===== src/rtl/delay_ram_ctrl.sv =====
// Controller for the circular coefficient delay RAM between NTT/INTT stages.
// It accepts N coefficients per job and issues RAM reads so that the output
// stream lags the input stream by D samples rather than D cycles. Input stalls
// are therefore tolerated. Data never passes through this block.
module delay_ram_ctrl #(
  parameter  int SIZE = 256,
  parameter  int N    = 256,
  localparam int AW   = $clog2(SIZE),
  localparam int DW   = $clog2(SIZE + 1),
  localparam int CW   = $clog2(N + 1)
) (
  input  logic          clk,
  input  logic          rst,
  input  logic          start,
  input  logic [DW-1:0] delay,
  output logic          cfg_err,
  output logic          in_ready,
  input  logic          in_valid,
  output logic          ram_we,
  output logic [AW-1:0] ram_waddr,
  output logic          ram_re,
  output logic [AW-1:0] ram_raddr,
  output logic          out_valid,
  output logic          busy,
  output logic          done
);

  // Common width for comparing an occupancy count against the delay.
  localparam int XW = (CW > DW) ? CW : DW;

  typedef enum logic [1:0] {IDLE, RUN, FLUSH} state_t;

  state_t        state;
  logic [DW-1:0] d_reg;
  logic [AW-1:0] wptr, rptr;
  logic [CW-1:0] in_cnt, out_cnt;
  logic [XW-1:0] occ;
  logic          running;
  logic          wr_fire;
  logic          rd_fire;
  logic          delay_bad;
  logic [AW-1:0] wptr_nxt, rptr_nxt;

  assign running   = (state == RUN);
  assign in_ready  = running && (in_cnt < CW'(N));
  // NOTE: ram_we is a combinational AND with in_valid, so a write lands in the
  // same cycle the coefficient is offered; registering it would skew the data.
  assign wr_fire   = in_valid && in_ready;
  assign occ       = XW'(in_cnt - out_cnt);
  // Reads use the counts from before this cycle's write: a sample becomes
  // readable only once D newer ones exist, or once the whole job is in.
  assign rd_fire   = running && (out_cnt < in_cnt) &&
                     ((occ >= XW'(d_reg)) || (in_cnt == CW'(N)));
  assign delay_bad = (delay == '0) || (delay > DW'(SIZE));

  assign wptr_nxt  = (wptr == AW'(SIZE - 1)) ? '0 : wptr + AW'(1);
  assign rptr_nxt  = (rptr == AW'(SIZE - 1)) ? '0 : rptr + AW'(1);

  assign ram_we    = wr_fire;
  assign ram_waddr = wptr;
  assign ram_re    = rd_fire;
  assign ram_raddr = rptr;

  // Job sequencer: pointers, counters, and registered status outputs.
  always_ff @(posedge clk or posedge rst) begin
    if (rst) begin
      state     <= IDLE;
      d_reg     <= '0;
      wptr      <= '0;
      rptr      <= '0;
      in_cnt    <= '0;
      out_cnt   <= '0;
      cfg_err   <= 1'b0;
      out_valid <= 1'b0;
      busy      <= 1'b0;
      done      <= 1'b0;
    end else begin
      // NOTE: every register here uses <= so all updates see the values from
      // before this edge; a blocking = would let later lines see new values.
      out_valid <= rd_fire;
      cfg_err   <= 1'b0;
      done      <= 1'b0;
      case (state)
        IDLE: begin
          if (start) begin
            if (delay_bad) begin
              cfg_err <= 1'b1;
            end else begin
              d_reg   <= delay;
              wptr    <= '0;
              rptr    <= '0;
              in_cnt  <= '0;
              out_cnt <= '0;
              busy    <= 1'b1;
              state   <= RUN;
            end
          end
        end
        RUN: begin
          if (wr_fire) begin
            wptr   <= wptr_nxt;
            in_cnt <= in_cnt + CW'(1);
          end
          if (rd_fire) begin
            rptr    <= rptr_nxt;
            out_cnt <= out_cnt + CW'(1);
            if (out_cnt == CW'(N - 1)) begin
              done  <= 1'b1;
              state <= FLUSH;
            end
          end
        end
        FLUSH: begin
          busy  <= 1'b0;
          state <= IDLE;
        end
        default: state <= IDLE;
      endcase
    end
  end

endmodule


===== config.mk =====
export PLATFORM = sky130hd
export DESIGN_NAME = delay_ram_ctrl
export DESIGN_NICKNAME = d
export VERILOG_FILES = /design/src/rtl/delay_ram_ctrl.sv
export SDC_FILE = /design/constraint.sdc
export NUM_CORES = 1
export LEC_CHECK = 0
export BUFFER_PORTS_ARGS = -buffer_cell sky130_fd_sc_hd__buf_2
export CORE_MARGIN = 2
export CORE_UTILIZATION = 58
export DETAILED_ROUTE_END_ITERATION = 10
export PLACE_DENSITY_LB_ADDON = 0.1
export SYNTH_ARGS = -nofsm -noshare
export SYNTH_HDL_FRONTEND = slang
export SYNTH_SLANG_ARGS = --single-unit

===== constraint.sdc =====
create_clock -name clk -period 3.82 [get_ports clk]
set_clock_uncertainty 0.15 [all_clocks]
set_input_delay 0 -clock clk [delete_from_list [all_inputs] [get_ports clk]]
set_output_delay 0 -clock clk [all_outputs]
set_load 0.03 [all_outputs]

* Word level (Yosys, flattened, before mapping)
Index checks and enable logic that the tools add are counted.
** Word-level totals
- Flip-flop bits (word level) :: 49
** Operators by class
- Reduce and logical (&&, ||, !) cells :: 15
- Bitwise logic cells :: 1
- Eq/ne operators :: 11
- $lt $le $gt $ge :: 4
- Add/sub/neg operators :: 5
- Multiplexer cells :: 28
** Operators by type and width (number)
- 8-bit 2-to-1 mux :: 6
- 9-bit 2-to-1 mux :: 4
- 9-bit one-hot mux with 2 select lines :: 2
- 8-bit one-hot mux with 2 select lines :: 2
- 9-bit by 1-bit adder with 9-bit output (second input constant) :: 2
- 8-bit by 1-bit adder with 8-bit output (second input constant) :: 2
- 8-bit == test (second input constant) :: 2
- 4-bit AND reduction :: 3
- 9-bit by 8-bit == test with 1-bit output (second input constant) :: 1
- 9-bit == test (second input constant) :: 1
- 9-bit >= comparator :: 1
- 9-bit > comparator (second input constant) :: 1
- 9-bit zero test :: 1
- 9-bit less-than comparator :: 1
- 9-bit less-than comparator (second input constant) :: 1
- 9-bit subtractor :: 1
- 1-bit 2-to-1 mux :: 8
- 2-bit 2-to-1 mux :: 4
- 2-bit != test (second input constant) :: 3
- 3-bit AND reduction :: 2
- 1-bit logical AND :: 4
- 2-bit by 1-bit != test with 1-bit output (second input constant) :: 2
- 2-bit one-hot mux with 2 select lines :: 1
- 2-bit nonzero test :: 2
- 6 further kinds :: 7

* Logic depth before layout (Yosys ltp)
- Word-level depth :: 6
- Depth in mapped cells :: 18

* Worst setup path after synthesis
OpenSTA, ideal clock, no wires.
- Path type :: register -> register
- From :: reg in_cnt[0]
- To :: reg rptr[3] (netlist: ram_raddr[3])
- Setup slack :: 0.307 ns
- Clock period less this slack :: 3.513 ns
- Arrival time :: 3.228 ns
- Required time :: 3.535 ns
- Cell stages (with the launch flop) :: 19
- Library setup time :: 0.135 ns
- Path through :: dfrtp_1 inv_1 ha_1 inv_1 fa_1 a21o_1 a21o_1 nand2_1 nand2b_1 a21oi_1 xnor2_1 ha_1 nand4_1 nor2_1 a21oi_1 a32oi_1 nor2b_1 buf_2 o21ai_0
** Between the ends
- Longest elaborated chain between the ends :: 6
** RTL lines
- start: declaration :: RTL line 36 : logic [CW-1:0] in_cnt, out_cnt;
- start signal: assignment :: RTL line 102 : in_cnt <= in_cnt + CW'(1);
- 9-bit subtractor :: RTL line 49 : assign occ = XW'(in_cnt - out_cnt);
- 9-bit >= comparator :: RTL line 53 : ((occ >= XW'(d_reg)) || (in_cnt == CW'(N)));
- 1-bit logical OR :: RTL line 53
- 1-bit logical AND (*) :: RTL line 52 : assign rd_fire = running && (out_cnt < in_cnt) &&
- via ram_re :: RTL line 21 : output logic ram_re,
- 2-bit by 1-bit != test with 1-bit output (no source line) (*)
- 4-bit AND reduction (no source line) (*)
- end signal: assignment :: RTL line 105 : rptr <= rptr_nxt;
- end: declaration :: RTL line 35 : logic [AW-1:0] wptr, rptr;
Mark *: on every way through the listed nets, which the timed path passes. The rest lies on a longest branch.
A chain may end at the register's enable or synchronous reset.

* Worst setup path after layout
- From :: reg in_cnt[0]
- To :: out ram_re
** Between the ends
- Longest elaborated chain between the ends :: 4
** RTL lines (RTL line)
- 9-bit subtractor :: 49
- 9-bit >= comparator :: 53
- 1-bit logical OR :: 53
- 1-bit logical AND (*) :: 52
- end: declaration :: 21
Mark *: on every way between the ends. The rest lies on a longest branch, timed or not.

==> flow_summary.toml <==
[routing]
drcViolationCount = 0
firstDrtPassIters = 5
drt_iter0_markers = 170
totalWireLength_mm = 7.02
drtAntennaViolNets = 0
vias = 2656
wl_per_cell_um = 15.1
vias_per_cell = 5.72

[clocking]
cts_buffer_depth = 2
cts_htree_levels = 2
cts-buffers-inserted = 5
cts-root-buf = "clkbuf_8"
clk_latency_ps = 300
clkTransAtPathRegs_ps = 90
cts_sinks = 49
cts_tree = "yes"

[synth]
synth_top_family_by_area = "simple AND/OR/NAND/NOR gates"
yosys_most_used_dff = "dfrtp_1"
syn_nets = 371
syn_avg_cell_area_sq_um = 9.12
syn_area_sq_um = 3040
synthArstFlopShare_pct = 100
synth-xor-area-share_pct = 4.04
synth_simple_gate_area_share_pct = 22.9
yosysUniqueCellTypes = 45
synthAdderAreaFrac_pct = 10.6
ys_warn_count = 0
synth-seq-area-share_pct = 40.4
synth_edf_count = 0
ys_seq_elements = 49
synthCells = 333
synth-compound-area-share_pct = 15.8
muxShareOfSynthArea_pct = 2.02

[worst_setup_path]
path_cells = "inv_2 -> ha_2 -> inv_2 -> fa_2 -> a21o_1 -> a21o_1 -> nand2_2 -> nand2b_1 -> a21oi_2 -> xnor2_1 -> ha_1 -> nand4_1 -> nor2_1 -> a21oi_1 -> a32oi_1 -> nor2b_4 -> buf_8 -> buf_6"
rr_endpoint = "out_cnt[3]"
crit_arrival_ps = 3450
r2r_setup_slack_ps = 250
crit_type = "reg2out"
timing.rr.start = "in_cnt[0]"
cp.depth = 18
endpoint_kind = "primary output"
endpoint = "ram_re"
crit_start = "in_cnt[0]"
cp.required_ps = 3670
r2r_cells = 19
startpoint_type = "flip-flop"
slowest_delay_ps = 400
worst_path_max_delay_cell = "dfrtp_1"
crit_fanout = 8
crit_buf_inv = 4
crit_family = "adder cells"

[layout]
mostFrequentLayoutCell = "dfrtp_1"
fillers = 395
layout-drive-gt1-share_pct = 21.1
area_growth_pct = 20.4
fin_area_sq_um = 3650
nNetsFinal = 431
num_antenna_cells = 0
fin_cells = 464
layout_common_cells = "47 x dfrtp_1, 40 x nand2_1, 34 x buf_2"

[grt]
grt_overflow = 0
antenna_found_initial = 0
grt_pass1_vias = 2546
grtUsageTotal_pct = 24.7
grt_pass1_wl_mm = 11.7
grt_max_degree = 50

[place]
pre_cts_slack_ps = 187
port_buffers = 35
place_area_sq_um = 3290
gp_congestion = 0.858
hpwl_mm = 4.65
numPlacedInstances = 433

[timing]
timing.hold.ws_ps = 79.6
fin_crit_ps = 3600
final_hold_viol_count = 0
tns_ps = 0
setup_ws_ps = 220
maxSlewViolCount = 0
max_freq_ghz = 0.278
setup_viol = 0
worstMarginPinSlew_ps = 1260
relSlewSlack_pct = 15.9
period_share_pct = 94.2

[floorplan]
die_h_um = 76.3
dieArea_sq_um = 5830
core_area_sq_um = 5070
initial_core_util_pct = 59.8
ios = 36
die_x_um = 76.3
num_rows = 26

[min_path]
min-delay-path-class = "in2reg"

[power]
ir_drop_v = 0.000219
p_leak_nw = 1.77
power_density_nw_per_um2 = 394

[outcome]
status = "completed"

[flow_run]
cap_violations = 0
-- per-layer routing --
layer / global-route usage, % / vias up / part of all wire, %
li1: - / 1305 / -
met1: 33.7 / 1258 / 44
met2: 40.7 / 85 / 50
met3: 4.03 / 8 / 4.8
met4: 7.45 / 0 / 1.2
met5: 0 / - / 0
-- tightest hold or removal path, cell delays in order --
cell,delay (ps)
buf_2,70
nor3b_2,140
buf_4,210
o31ai_1,80
-- logic make-up (layout without fill, tap and decap cells) --
group,Yosys count,after routing
AO/OA/AOI/OAI,73,73
XOR/XNOR,14,14
adder cells (fa/ha/maj),25,25
buffers and inverters,34,95
flip-flops,49,49
multiplexers,6,6
AND/OR/NAND/NOR,132,132
-- synth_stat cells, drive strengths merged, types with 4 or more instances --
| cell type | instances | area share [%] |
|---|---|---|
| a21oi | 8 | 1.3 |
| a32oi | 13 | 3.8 |
| and3 | 5 | 1.0 |
| clkbuf | 7 | 0.87 |
| dfrtp | 49 | 40 |
| ha | 24 | 9.9 |
| inv | 24 | 3.0 |
| mux2i | 5 | 1.6 |
| nand2 | 41 | 5.1 |
| nand2b | 7 | 1.4 |
| nand3 | 10 | 1.6 |
| nand4 | 8 | 1.6 |
| nor2 | 24 | 3.1 |
| nor2b | 5 | 1.0 |
| nor3 | 11 | 1.8 |
| nor4 | 5 | 2.0 |
| o21ai | 28 | 4.6 |
| o31ai | 8 | 2.0 |
| or2 | 5 | 1.0 |
| or3 | 4 | 0.82 |
| xor2 | 11 | 3.2 |
-- how the worst min path moves through the flow --
stage	to	cells after the start	slack, ps	startpoint
after floorplan	d_reg[0]	2	-40	delay[0]
after global placement	d_reg[8]	3	70	delay[8]
after detailed placement	d_reg[8]	3	80	delay[8]
after CTS	in_cnt[1]	4	70	in_valid
after global routing	in_cnt[1]	4	90	in_valid
final	in_cnt[1]	4	80	in_valid
-- power by group --
part | internal, W | switching, W | total (W)
clock | 0.000213 | 0.000178 | 0.000392
combinational | 0.000161 | 0.000230 | 0.000392
sequential | 0.000572 | 0.0000831 | 0.000656
-- through the flow --
stage,total power [W],util [%]
2_1_floorplan,0.000925,-
3_3_place_gp,0.00102,64.9
3_5_place_dp,0.00104,64.9
4_1_cts,0.00144,70.0
5_1_grt,0.00153,72.0
6_report,0.00144,72.0
-- cell type report --
cell class	instances	area [sq um]	share of cell area, %
Tap cell	70	87.6	2.40
Clock inverter	2	37.5	1.03
Clock buffer	6	82.6	2.26
Multi-Input combinational cell	250	1700	46.6
Inverter	24	90.1	2.46
Timing Repair Buffer	63	427	11.7
Sequential cell	49	1230	33.6
-- timing repair --
action | 4_1_cts | 5_1_grt
gates cloned | 1 | 0
pin swaps | 0 | 9
endpoints found under the setup margin | 1 | 22
buffers inserted | 1 | 11
hold buffers | 11 | 0
gates resized for setup | 5 | 13
hold endpoints to repair | 60 | 0
Power figures use the tool's default switching activity.
